===== src/rtl/sevenseg_pkg.sv =====
// Shared definitions for the seven-segment frame decoder: segment patterns,
// FSM state type and the constant decimal weights.
package sevenseg_pkg;

    // Active-low segment patterns, bit6 = g .. bit0 = a
    localparam logic [6:0] SEG_0 = 7'b1000000;
    localparam logic [6:0] SEG_1 = 7'b1111001;
    localparam logic [6:0] SEG_2 = 7'b0100100;
    localparam logic [6:0] SEG_3 = 7'b0110000;
    localparam logic [6:0] SEG_4 = 7'b0011001;
    localparam logic [6:0] SEG_5 = 7'b0010010;
    localparam logic [6:0] SEG_6 = 7'b0000010;
    localparam logic [6:0] SEG_7 = 7'b1111000;
    localparam logic [6:0] SEG_8 = 7'b0000000;
    localparam logic [6:0] SEG_9 = 7'b0010000;

    localparam int unsigned WEIGHT_0 = 1;
    localparam int unsigned WEIGHT_1 = 10;
    localparam int unsigned WEIGHT_2 = 100;
    localparam int unsigned WEIGHT_3 = 1000;

    typedef enum logic {
        ST_IDLE,
        ST_CAPTURE
    } state_e;

    function automatic int unsigned pow10(input logic [1:0] pos);
        case (pos)
            2'd0:    return WEIGHT_0;
            2'd1:    return WEIGHT_1;
            2'd2:    return WEIGHT_2;
            default: return WEIGHT_3;
        endcase
    endfunction

endpackage


===== src/rtl/sevenseg_pattern_decode.sv =====
// Combinational lookup from an active-low segment pattern to a BCD digit
// plus a flag saying whether the pattern is one of the ten legal digits.
module sevenseg_pattern_decode
    import sevenseg_pkg::*;
(
    input  logic [6:0] seg,
    output logic [3:0] digit,
    output logic       valid
);

    always_comb begin
        digit = 4'd0;
        valid = 1'b1;
        case (seg)
            SEG_0:   digit = 4'd0;
            SEG_1:   digit = 4'd1;
            SEG_2:   digit = 4'd2;
            SEG_3:   digit = 4'd3;
            SEG_4:   digit = 4'd4;
            SEG_5:   digit = 4'd5;
            SEG_6:   digit = 4'd6;
            SEG_7:   digit = 4'd7;
            SEG_8:   digit = 4'd8;
            SEG_9:   digit = 4'd9;
            default: valid = 1'b0;
        endcase
    end

endmodule


===== src/rtl/sevenseg_frame_decoder.sv =====
// Reassembles a multiplexed seven-segment display scan into a binary number,
// one digit per strobe, starting at the units position.
module sevenseg_frame_decoder
    import sevenseg_pkg::*;
#(
    parameter int NDIG  = 2,
    parameter int WIDTH = 7
) (
    input  logic             clk,
    input  logic             n_reset,
    input  logic [6:0]       seg,
    input  logic [NDIG-1:0]  digit_en,
    input  logic             seg_strobe,
    output logic [WIDTH-1:0] number,
    output logic             number_valid,
    output logic             frame_error,
    output logic             busy
);

    localparam logic [1:0] LAST_POS = 2'(NDIG - 1);

    state_e           state_q;
    logic [WIDTH-1:0] acc_q;
    logic [1:0]       expPos_q;
    logic [WIDTH-1:0] number_q;
    logic             numberValid_q;
    logic             frameError_q;

    logic [3:0]       digit;
    logic             segValid;
    logic [NDIG-1:0]  activeLow;
    logic             anyLow;
    logic             singleLow;
    logic [1:0]       strobePos;
    logic [WIDTH-1:0] sum_d;

    sevenseg_pattern_decode u_decode (
        .seg   (seg),
        .digit (digit),
        .valid (segValid)
    );

    always_comb begin
        activeLow = ~digit_en;
        anyLow    = |activeLow;
        singleLow = $onehot(activeLow);
        strobePos = 2'd0;
        for (int k = NDIG - 1; k >= 0; k--) begin
            if (activeLow[k]) strobePos = 2'(k);
        end
        sum_d = acc_q + WIDTH'(digit) * WIDTH'(pow10(strobePos));
    end

    // A strobe with no digit selected never reaches the FSM at all
    always_ff @(posedge clk) begin
        if (!n_reset) begin
            state_q       <= ST_IDLE;
            acc_q         <= '0;
            expPos_q      <= 2'd0;
            number_q      <= '0;
            numberValid_q <= 1'b0;
            frameError_q  <= 1'b0;
        end else begin
            numberValid_q <= 1'b0;
            frameError_q  <= 1'b0;
            if (seg_strobe && anyLow) begin
                case (state_q)
                    ST_IDLE: begin
                        if (!singleLow || !segValid) begin
                            frameError_q <= 1'b1;
                        end else if (strobePos == 2'd0) begin
                            if (NDIG == 1) begin
                                number_q      <= WIDTH'(digit);
                                numberValid_q <= 1'b1;
                            end else begin
                                acc_q    <= WIDTH'(digit);
                                expPos_q <= 2'd1;
                                state_q  <= ST_CAPTURE;
                            end
                        end
                    end
                    ST_CAPTURE: begin
                        if (!singleLow || !segValid) begin
                            frameError_q <= 1'b1;
                            acc_q        <= '0;
                            expPos_q     <= 2'd0;
                            state_q      <= ST_IDLE;
                        end else if (strobePos == 2'd0) begin
                            // Scan resynchronised on the units digit: restart
                            frameError_q <= 1'b1;
                            acc_q        <= WIDTH'(digit);
                            expPos_q     <= 2'd1;
                        end else if (strobePos == expPos_q) begin
                            if (strobePos == LAST_POS) begin
                                number_q      <= sum_d;
                                numberValid_q <= 1'b1;
                                acc_q         <= '0;
                                expPos_q      <= 2'd0;
                                state_q       <= ST_IDLE;
                            end else begin
                                acc_q    <= sum_d;
                                expPos_q <= expPos_q + 2'd1;
                            end
                        end else begin
                            frameError_q <= 1'b1;
                            acc_q        <= '0;
                            expPos_q     <= 2'd0;
                            state_q      <= ST_IDLE;
                        end
                    end
                    default: state_q <= ST_IDLE;
                endcase
            end
        end
    end

    assign number       = number_q;
    assign number_valid = numberValid_q;
    assign frame_error  = frameError_q;
    assign busy         = (state_q == ST_CAPTURE);

endmodule


===== config.mk =====
export PLATFORM = sky130hd
export DESIGN_NAME = sevenseg_frame_decoder
export DESIGN_NICKNAME = d
export VERILOG_FILES = /design/src/rtl/sevenseg_pkg.sv /design/src/rtl/sevenseg_pattern_decode.sv /design/src/rtl/sevenseg_frame_decoder.sv
export SDC_FILE = /design/constraint.sdc
export NUM_CORES = 1
export LEC_CHECK = 0
export ABC_AREA = 1
export BUFFER_PORTS_ARGS = -buffer_cell sky130_fd_sc_hd__buf_2
export CAP_MARGIN = 25
export CORE_UTILIZATION = 55
export DETAILED_ROUTE_END_ITERATION = 12
export PLACE_DENSITY_LB_ADDON = 0.25
export SKIP_CTS_REPAIR_TIMING = 1
export SYNTH_ARGS = -nofsm -noshare
export SYNTH_HDL_FRONTEND = slang
export SYNTH_HIERARCHICAL = 1
export SYNTH_SLANG_ARGS = --single-unit
export TNS_END_PERCENT = 1

===== constraint.sdc =====
create_clock -name clk -period 6.2 [get_ports clk]
set_input_delay 1.24 -clock clk [delete_from_list [all_inputs] [get_ports clk]]
set_output_delay 1.24 -clock clk [all_outputs]
set_load 0.1 [all_outputs]

== Yosys cells after proc, flatten, opt, wreduce, memory -nomap -nowiden ==
Index checks and enable logic that the tools add are counted.

* Add/sub/neg operators: 3
* Multiply operators: 1
* Divide/modulo/power cells: 0
* Magnitude comparators: 0
* Equal/unequal tests: 15
* Shift-type cells: 0
* Multiplexer cells: 32
* Bitwise operators: 7
* Reduce and logical (&&, ||, !) cells: 12

{| class="wikitable"
|+ Operators with widths
! cell !! number
|-
| 7-bit two-way mux || 6
|-
| 4-bit one-hot mux with 9 select lines || 1
|-
| 7-bit by 5-bit equality test with 1-bit output (second input constant) || 3
|-
| 7-bit equality test (second input constant) || 3
|-
| 7-bit one-hot mux with 3 select lines || 1
|-
| 7-bit by 6-bit equality test with 1-bit output (second input constant) || 2
|-
| 1-bit two-way mux || 14
|-
| 7-bit one-hot mux with 2 select lines || 1
|-
| 2-bit two-way mux || 6
|-
| 10-bit OR reduction || 1
|-
| 7-bit adder || 1
|-
| 7-bit by 2-bit equality test with 1-bit output (second input constant) || 1
|-
| 7-bit zero test || 1
|-
| 4-bit by 7-bit multiplier with 7-bit output || 1
|-
| 1-bit NOT || 6
|-
| 6-bit AND reduction || 1
|-
| 6-bit OR reduction || 1
|-
| 2-bit by 1-bit equality test with 1-bit output (second input constant) || 2
|-
| 2-bit inequality test (second input constant) || 2
|-
| 1-bit one-hot mux with 2 select lines || 2
|-
| 2-bit one-hot mux with 2 select lines || 1
|-
| 3-bit AND reduction || 1
|-
| 1-bit by 1-bit adder with 2-bit output || 1
|-
| 2-bit by 1-bit adder with 2-bit output (second input constant) || 1
|-
| other kinds (9) || 10
|}

* Register bits: 19
* Latch bits: 0
* Bits in writable memories: 0
* ROM bits: 0
* Input bits: 12
* Output and inout bits: 10
* Logic and storage cells: 76
* Memories kept: 0

== Depth between registers and ports, before layout ==
Gate-level depths: netlist of run 1.

* Word-level depth: 12
* Gate-level depth with buffers: 22
* Gate-level depth less buffers: 22

== Modules after synthesis ==
Netlist of run 1, hierarchy kept.

{| class="wikitable"
|+ By module, submodules not included
! module !! instances !! cells an instance !! area an instance (um2) !! seq. area each (um2)
|-
| sevenseg_frame_decoder || 1 || 152 || 1114.8 || 300.3
|-
| sevenseg_pattern_decode || 1 || 50 || 234.0 || 0.0
|}

== Worst setup path after synthesis of run 1 ==
OpenSTA, ideal clock, no wires.

* Kind: input to register
* Start: input seg[0]
* End: register number_q[6] (netlist: number[6])
* Library setup time: 0.109 ns
* Data arrival time: 3.486 ns
* Required time: 6.091 ns
* Setup slack: 2.605 ns
* Stages on the path: 22
* Buffers on the path: 0
* Path through: inv_1 nand2_1 nor2_1 nand2_1 nand2_2 inv_1 nand3_1 inv_1 nor2_1 nand2_1 fa_1 inv_1 ha_1 ha_1 inv_1 nand2_1 nand3_1 nand2_1 nand2_1 nand3_1 nand2_1 inv_1

* Elaborated cells on any way between the ends: 19
* Classes of those cells: 1 x add/sub; 1 x mul; 9 x eq/ne; 2 x mux; 1 x bitwise; 5 x reduce/logical

{| class="wikitable"
|+ RTL lines
! element !! line !! text
|-
| from (decl) || sevenseg_frame_decoder.sv:11 || <nowiki>input logic [6:0] seg,</nowiki>
|-
| 7-bit by 5-bit equality test with 1-bit output (tied with other cells) || sevenseg_pattern_decode.sv:14 || <nowiki>case (seg)</nowiki>
|-
| 4-bit one-hot mux with 9 select lines (*) || sevenseg_pattern_decode.sv:14 ||
|-
| named net digit[1] || sevenseg_frame_decoder.sv:29 || <nowiki>logic [3:0] digit;</nowiki>
|-
| 4-bit by 7-bit multiplier with 7-bit output (*) || sevenseg_frame_decoder.sv:51 || <nowiki>sum_d = acc_q + WIDTH'(digit) * WIDTH'(pow10(strobePos));</nowiki>
|-
| 7-bit adder (*) || sevenseg_frame_decoder.sv:51 ||
|-
| to (signal assigned) || sevenseg_frame_decoder.sv:73 || <nowiki>number_q <= WIDTH'(digit);</nowiki>
|-
| to (signal assigned) || sevenseg_frame_decoder.sv:95 || <nowiki>number_q <= sum_d;</nowiki>
|-
| to (decl) || sevenseg_frame_decoder.sv:25 || <nowiki>logic [WIDTH-1:0] number_q;</nowiki>
|}

The timed path passes the listed nets; every way through them passes the cells marked *.
A chain may end at the register's enable or synchronous reset.

== Worst setup path in the final report of run 1 ==
Same ends and word-level chain as after synthesis.

==> metrics.md, run 1 <==
| Metric | Value |
|---|---|
| Pwr dens | roughly 120 nW/um2 |
| WP data required | 6390 ps |
| Clock Pin Slew Worst Setup and Hold Paths | approximately 80 ps |
| Ports | 22 |
| Max incr delay on CP | 480 ps |
| Final Setup Violations | 0 |
| H-tree level count | 1 |
| Crit path max-delay cell type | fa_1 |
| Overflow after GRT | 0 |
| Hold WC Path Type | flop to flop |
| Die ar. | between 2000 and 3000 um2 |
| Tmin final | about 3700 ps |
| Mapped Area | 1350 um2 |
| CTS tree | done |
| Largest cells by area after synthesis | dfxtp_1 (22%), ha_1 (15%), nand2_1 (13%), inv_1 (7.8%), nor2_1 (7.0%) |
| Inserted Diodes | 0 |
| DPL Wire Length | 2400 um |
| Die W | between 50 and 60 um |
| Worst setup EP type | flop |
| Area taken by multi-input logic gates | 928 um2 |
| RSZ-0062 raised after global routing | no |
| Synth cell types | 23 |
| Critical Path Fanout Max | 3 |
| Final Hold Vio Count | 0 |
| DRC | 0 |
| Part of the Yosys area used for sequential elements | 22.3% |
| Avg Cell Area, Syn | ~6.7 um2 |
| Hold Startpoint | number[1] |
| 1st-pass router iterations | 5 |
| Maximum vdd drop | 142 uV |
| First-pass GRT wire length | approximately 4800 um |
| Storage cell area | 300 um2 |
| Vias | approximately 1300 |
| Final period util | about three fifths |
| GR Util met3 | 5.26% |
| Crit path from | seg[0] |
| Final Net Count | approximately 260 |
| Setup TNS | 0 ps |
| IO buf count | 21 |
| Rows | 17 |
| Design area | roughly 1500 um2 |
| Reg-to-reg startpoint | acc_q[2] |
| Cells after synthesis | between 200 and 250 |
| Layout area overhead | 12.4% |
| Total CTS buffers | 3 |
| Crit path kind | input pin to flop |
| Pleak | 0.000854 uW |
| Synth area leader | dfxtp_1 |
| WL final | roughly 3000 um |
| Initial core utilization | 59.8% |
| Initial antenna violation count | 0 |
| Wire length per cell | around 12 um |
| Vias in the first global route | 1212 |
| Syn_nets | between 200 and 250 |
| Cell Area, Placed | approximately 1500 um2 |
| Crit path launch type | input pin |
| Clock buffer depth | 2 |
| Most common cell after layout, fill and taps aside | nand2_1 |
| Share of Yosys cell area claimed by the top area cell type | 22.3% |
| Met1 global-route usage | 28.1% |
| Cells along the critical path | buf_2 -> inv_1 -> nand2_1 -> nor2_1 -> nand2_1 -> nand2_2 -> inv_1 -> nand3_1 -> inv_1 -> nor2_1 -> nand2_1 -> fa_1 -> inv_1 -> ha_1 -> ha_1 -> inv_1 -> nand2_1 -> nand3_1 -> nand2_1 -> nand2_1 -> nand3_1 -> nand2_1 -> inv_1 |
| Leading cell types in the layout, fill and taps excluded | nand2_1 (48), inv_1 (28), nor2_1 (25) |
| Remaining antenna violation count | 0 |
| Maxcap violations | 0 |
| Routing usage on met2 | 44.4% |
| Critical Path Most Common Cell | nand2_1 |
| Largest net degree at the start of global routing | 11 |
| Worst-skew pair later-pin latency | between 200 and 300 ps |
| Worst-margin pin slew | between 400 and 500 ps |
| Gr usage total | 24.1% |
| Clk_skew | just under 10 ps |
| Slew Limit Fails | 0 |
| Fill cells | 214 |
| DRT iter0 DRCs | 22 |
| Slew HR | slightly below 70% |
| CP top delay family | simple AND/OR/NAND/NOR gates |
| Die span in y | about 52 um |
| Core region area | between 2000 and 2500 um2 |
| Critical path buffers and inverters | 7 |
| Status | finished, final reports clean |
| Crit path DAT | 3900 ps |
| Layout cells sized above 1 | slightly below 20% |
| Clock sinks | 15 |
| Vias per inst | approximately 5.2 |
| Grt peak-use layer | met2 |
| Yosys warns | 6 |
| GP Congestion | approximately 0.94 |
| Post-synthesis register bit count | 15 |
| FMAX | between 200 and 300 MHz |
| Clock root cell | clkbuf_4 |
-- cell usage after synthesis --
master / count
nor2_2: 5
nor3_4: 1
nor2_1: 25
a21oi_1: 13
o21ai_0: 8
nand3_4: 1
inv_2: 4
dfxtp_1: 15
nor4_1: 1
nor3_1: 2
fa_1: 3
nand2_2: 4
nor2_4: 3
o21ai_1: 5
nand3_2: 2
nand3_1: 14
nand2_1: 48
xnor2_1: 1
inv_1: 28
nand4_1: 1
mux2i_1: 1
xor2_1: 1
ha_1: 16
-- worst register-to-register path, cell delays in order (launching register included) --
cell and delay [ps]:
dfxtp_1 340, fa_1 540, fa_1 480, nand3_1 130
a21oi_1 70, nor2_1 100, nand2_1 60, nand2_1 60
inv_1 30
-- routing by layer --
layer,share of wire (%),up-vias
li1,-,693
met1,43,597
met2,51,36
met3,4.5,8
met4,1.2,0
met5,0,-
-- state kept, by name (all words and copies together), names as in the netlist --
name	cells
busy	1
number	7
number_valid	1
frame_error	1
acc_q	4
expPos_q	1
-- layout make-up --
class / instances / share of cell area [%]
Clock buffer: 3 / 1.49
Clock inverter: 1 / 0.330
Inverter: 32 / 7.92
Multi-Input combinational cell: 155 / 61.2
Sequential cell: 15 / 19.8
Tap cell: 28 / 2.31
Timing Repair Buffer: 21 / 6.93
-- cell families (layout without fill, tap and decap cells) --
kind of cell | Yosys count | after routing | share of synthesized area (%)
simple gates | 107 | 107 | 37.8
mux | 1 | 1 | 0.742
buf+inv | 32 | 57 | 8.90
xor+xnor | 2 | 2 | 1.30
compound gates | 26 | 26 | 9.65
fa+ha+maj | 19 | 19 | 19.3
flops | 15 | 15 | 22.3
-- stage by stage --
step	hold slack, ps	util [%]	setup slack [ps]	instances	total power, uW
after floorplan	467	-	2610	202	122
after global placement	457	66.0	2270	251	130
after CTS	487	67.3	2490	255	186
final	485	67.3	2490	255	187
after global routing	509	67.3	2270	255	194
after detailed placement	468	66.0	2190	251	132
-- path summary, 6_finish.rpt --
path              depth (start not counted)  slack [ps]   endpoint
hold / removal                            2         480  number[1]
setup / recovery                         23        2490  number[6]
setup reg to reg                          8        4280  number[5]
hold reg to reg                           2         480  number[1]
-- where the power goes --
group	leakage, uW	internal [uW]	switching, uW
combinational	0.000715	10.1	21.9
sequential	0.000121	97.3	0.614
clock	0.0000177	24.0	32.9
total	0.000854	131	55.4
Power figures use the tool's default switching activity.
==> run 2, diff against run 1 <==
==> constraint.sdc (replaced) <==
create_clock -name clk -period 3.56 [get_ports clk]
set_input_delay 0.712 -clock clk [delete_from_list [all_inputs] [get_ports clk]]
set_output_delay 0.712 -clock clk [all_outputs]
set_load 0.1 [all_outputs]
==> run 2 against run 1 <==
Against the previous run: setup slack worse by 2100 ps; sequential power up 75%; sequential cell count unchanged; total power up 73%; first-iteration DRC count up 18%; clock-buffer cell count unchanged; design area up 0.50%; via count down 1.7%; combinational power up 74%; hold slack worse by 1.5 ps; critical endpoint unchanged; largest power group unchanged; highest routed layer unchanged.
==> metrics.md, run 2 (same netlist as run 1, synthesis figures left out) <==
| Metric | Value |
|---|---|
| Status | finished, final reports clean |
| Pwr dens | between 200 and 250 nW/um2 |
| Largest net degree at the start of global routing | 11 |
| First-pass GRT wire length | roughly 4500 um |
| Remaining antenna violation count | 0 |
| Power consumption | 324 uW |
| Design area | 1520 um2 |
| Slew Limit Fails | 0 |
| GR Util met3 | about 5.3% |
| Clk_skew | between 2 and 2.5 ps |
| Hold WC Path Type | flop to flop |
| Crit Reg-Reg Endpoint | number[5] |
| Layout cells sized above 1 | between 20% and 30% |
| Clock buffer depth | 2 |
| Vias per inst | 5.12 |
| WHS Endpoint | number[1] |
| Routing usage on met2 | ~40% |
| Clock sinks | 15 |
| Final Hold Vio Count | 0 |
| WP data required | about 3800 ps |
| RSZ-0062 raised after global routing | no |
| Initial core utilization | 59.8% |
| FMAX | about 320 MHz |
| IO buf count | 21 |
| Crit path launch type | input pin |
| DPL Wire Length | roughly 2300 um |
| Reg-to-reg startpoint | acc_q[2] |
| Met1 global-route usage | a little over a quarter |
| CTS tree | done |
| Rows | 17 |
| Die span in y | ~52 um |
| Crit path kind | input pin to flop |
| Worst Hold Depth | 2 |
| Worst setup EP type | flop |
| Cell Area, Placed | roughly 1500 um2 |
| Final period util | 89.0% |
| Sw power | 95.1 uW |
| DRT iter0 DRCs | 26 |
| Ports | 22 |
| Crit path DAT | between 3000 and 4000 ps |
| Setup TNS | 0 ps |
| Maximum vdd drop | 247 uV |
| Overflow after GRT | 0 |
| Switch share | between 20% and 30% |
| Final Setup Violations | 0 |
| Crit path from | seg[0] |
| Worst-margin pin slew | between 400 and 500 ps |
| Slew HR | roughly 68% |
| Worst R2R Path Depth | 8 |
| Inserted Diodes | 0 |
| 1st-pass router iterations | 4 |
| Reg2Reg Setup Slack | 1700 ps |
| Die W | 51.5 um |
| Core region area | ~2300 um2 |
| H-tree level count | 1 |
| Initial antenna violation count | 0 |
| Wire length per cell | approximately 11 um |
| Max FFs per register | 7 |
| Vias | between 1000 and 1500 |
| Power Internal | around 230 uW |
| Maxcap violations | 0 |
| Final Net Count | 260 |
| Critical Path Fanout Max | 3 |
| Hold Startpoint | number[1] |
| Pleak | 0.000860 uW |
| Vias in the first global route | around 1100 |
| GP Congestion | 0.929 |
| Gr usage total | between 20 and 25% |
| Most common cell after layout, fill and taps aside | nand2_1 |
| WL final | 2710 um |
| Layout area overhead | 13.0% |
| Die ar. | 2650 um2 |
| Clock root cell | clkbuf_4 |
| Clock Pin Slew Worst Setup and Hold Paths | about 90 ps |
| Grt peak-use layer | met2 |
| Worst-skew pair later-pin latency | 290 ps |
| Leading cell types in the layout, fill and taps excluded | nand2_1 (48), inv_1 (28), nor2_1 (25) |
| Tmin final | between 3000 and 4000 ps |
| Logic pwr share | around 17% |
| DRC | 0 |
| Clock network power share | approximately 30% |
| Sequential Power Share | between 50% and 60% |
| Total CTS buffers | 3 |
## run 2: how the worst max path moves through the flow
| stage | slack [ps] | endpoint | cells after the start |
|---|---|---|---|
| detailed placement | 110 | number[6] | 23 |
| floorplan | 490 | number[6] | 22 |
| finish | 390 | number[6] | 23 |
| global placement | 270 | number[6] | 23 |
| CTS | 420 | number[6] | 23 |
| global route | 140 | number[6] | 23 |
## run 2: routing by layer
metal / up-vias / part of all wire [%]
met4: 0 / 1.1
met1: 583 / 46
met3: 4 / 4.0
met5: - / 0
li1: 699 / -
met2: 25 / 49
## run 2: area by class of cell
type                    count  area (um2)
clock inverters             1        5.00
well taps                  28        35.0
inverters                  32         120
flip-flops and latches     15         300
clock buffers               3        22.5
fillers                   219         731
multi-input cells         155         928
repair buffers             22         113
## run 2: worst max-delay path: stages
cell and delay, ps:
buf_2 120, inv_1 80, nand2_1 50, nor2_1 140, nand2_1 90, nand2_2 70
inv_1 50, nand3_1 110, inv_1 70, nor2_1 130, nand2_1 80, fa_1 480
inv_1 40, ha_1 270, ha_1 330, inv_1 60, nand2_1 60, nand3_1 110
nand2_1 70, nand2_1 60, nand3_1 80, nand2_1 70, inv_1 30
## run 2: through the flow
| step | hold WS [ps] | cells | utilization (%) | worst slack [ps] |
|---|---|---|---|---|
| 4_1_cts | 490 | 256 | 67.6 | 419 |
| 5_1_grt | 506 | 256 | 67.6 | 137 |
| 2_1_floorplan | 467 | 202 | - | 493 |
| 3_5_place_dp | 468 | 252 | 66.4 | 109 |
| 6_report | 483 | 256 | 67.6 | 392 |
| 3_3_place_gp | 458 | 252 | 66.4 | 271 |
## run 2: power groups by stage
| stage | Clock (uW) | Combinational (uW) | Sequential, uW |
|---|---|---|---|
| after floorplan | 0 | 32.1 | 180 |
| after global placement | 0 | 52.9 | 174 |
| after detailed placement | 0 | 55.2 | 174 |
| after CTS | 102 | 55.5 | 171 |
| after global routing | 108 | 62.4 | 171 |
| final | 97.8 | 55.7 | 171 |
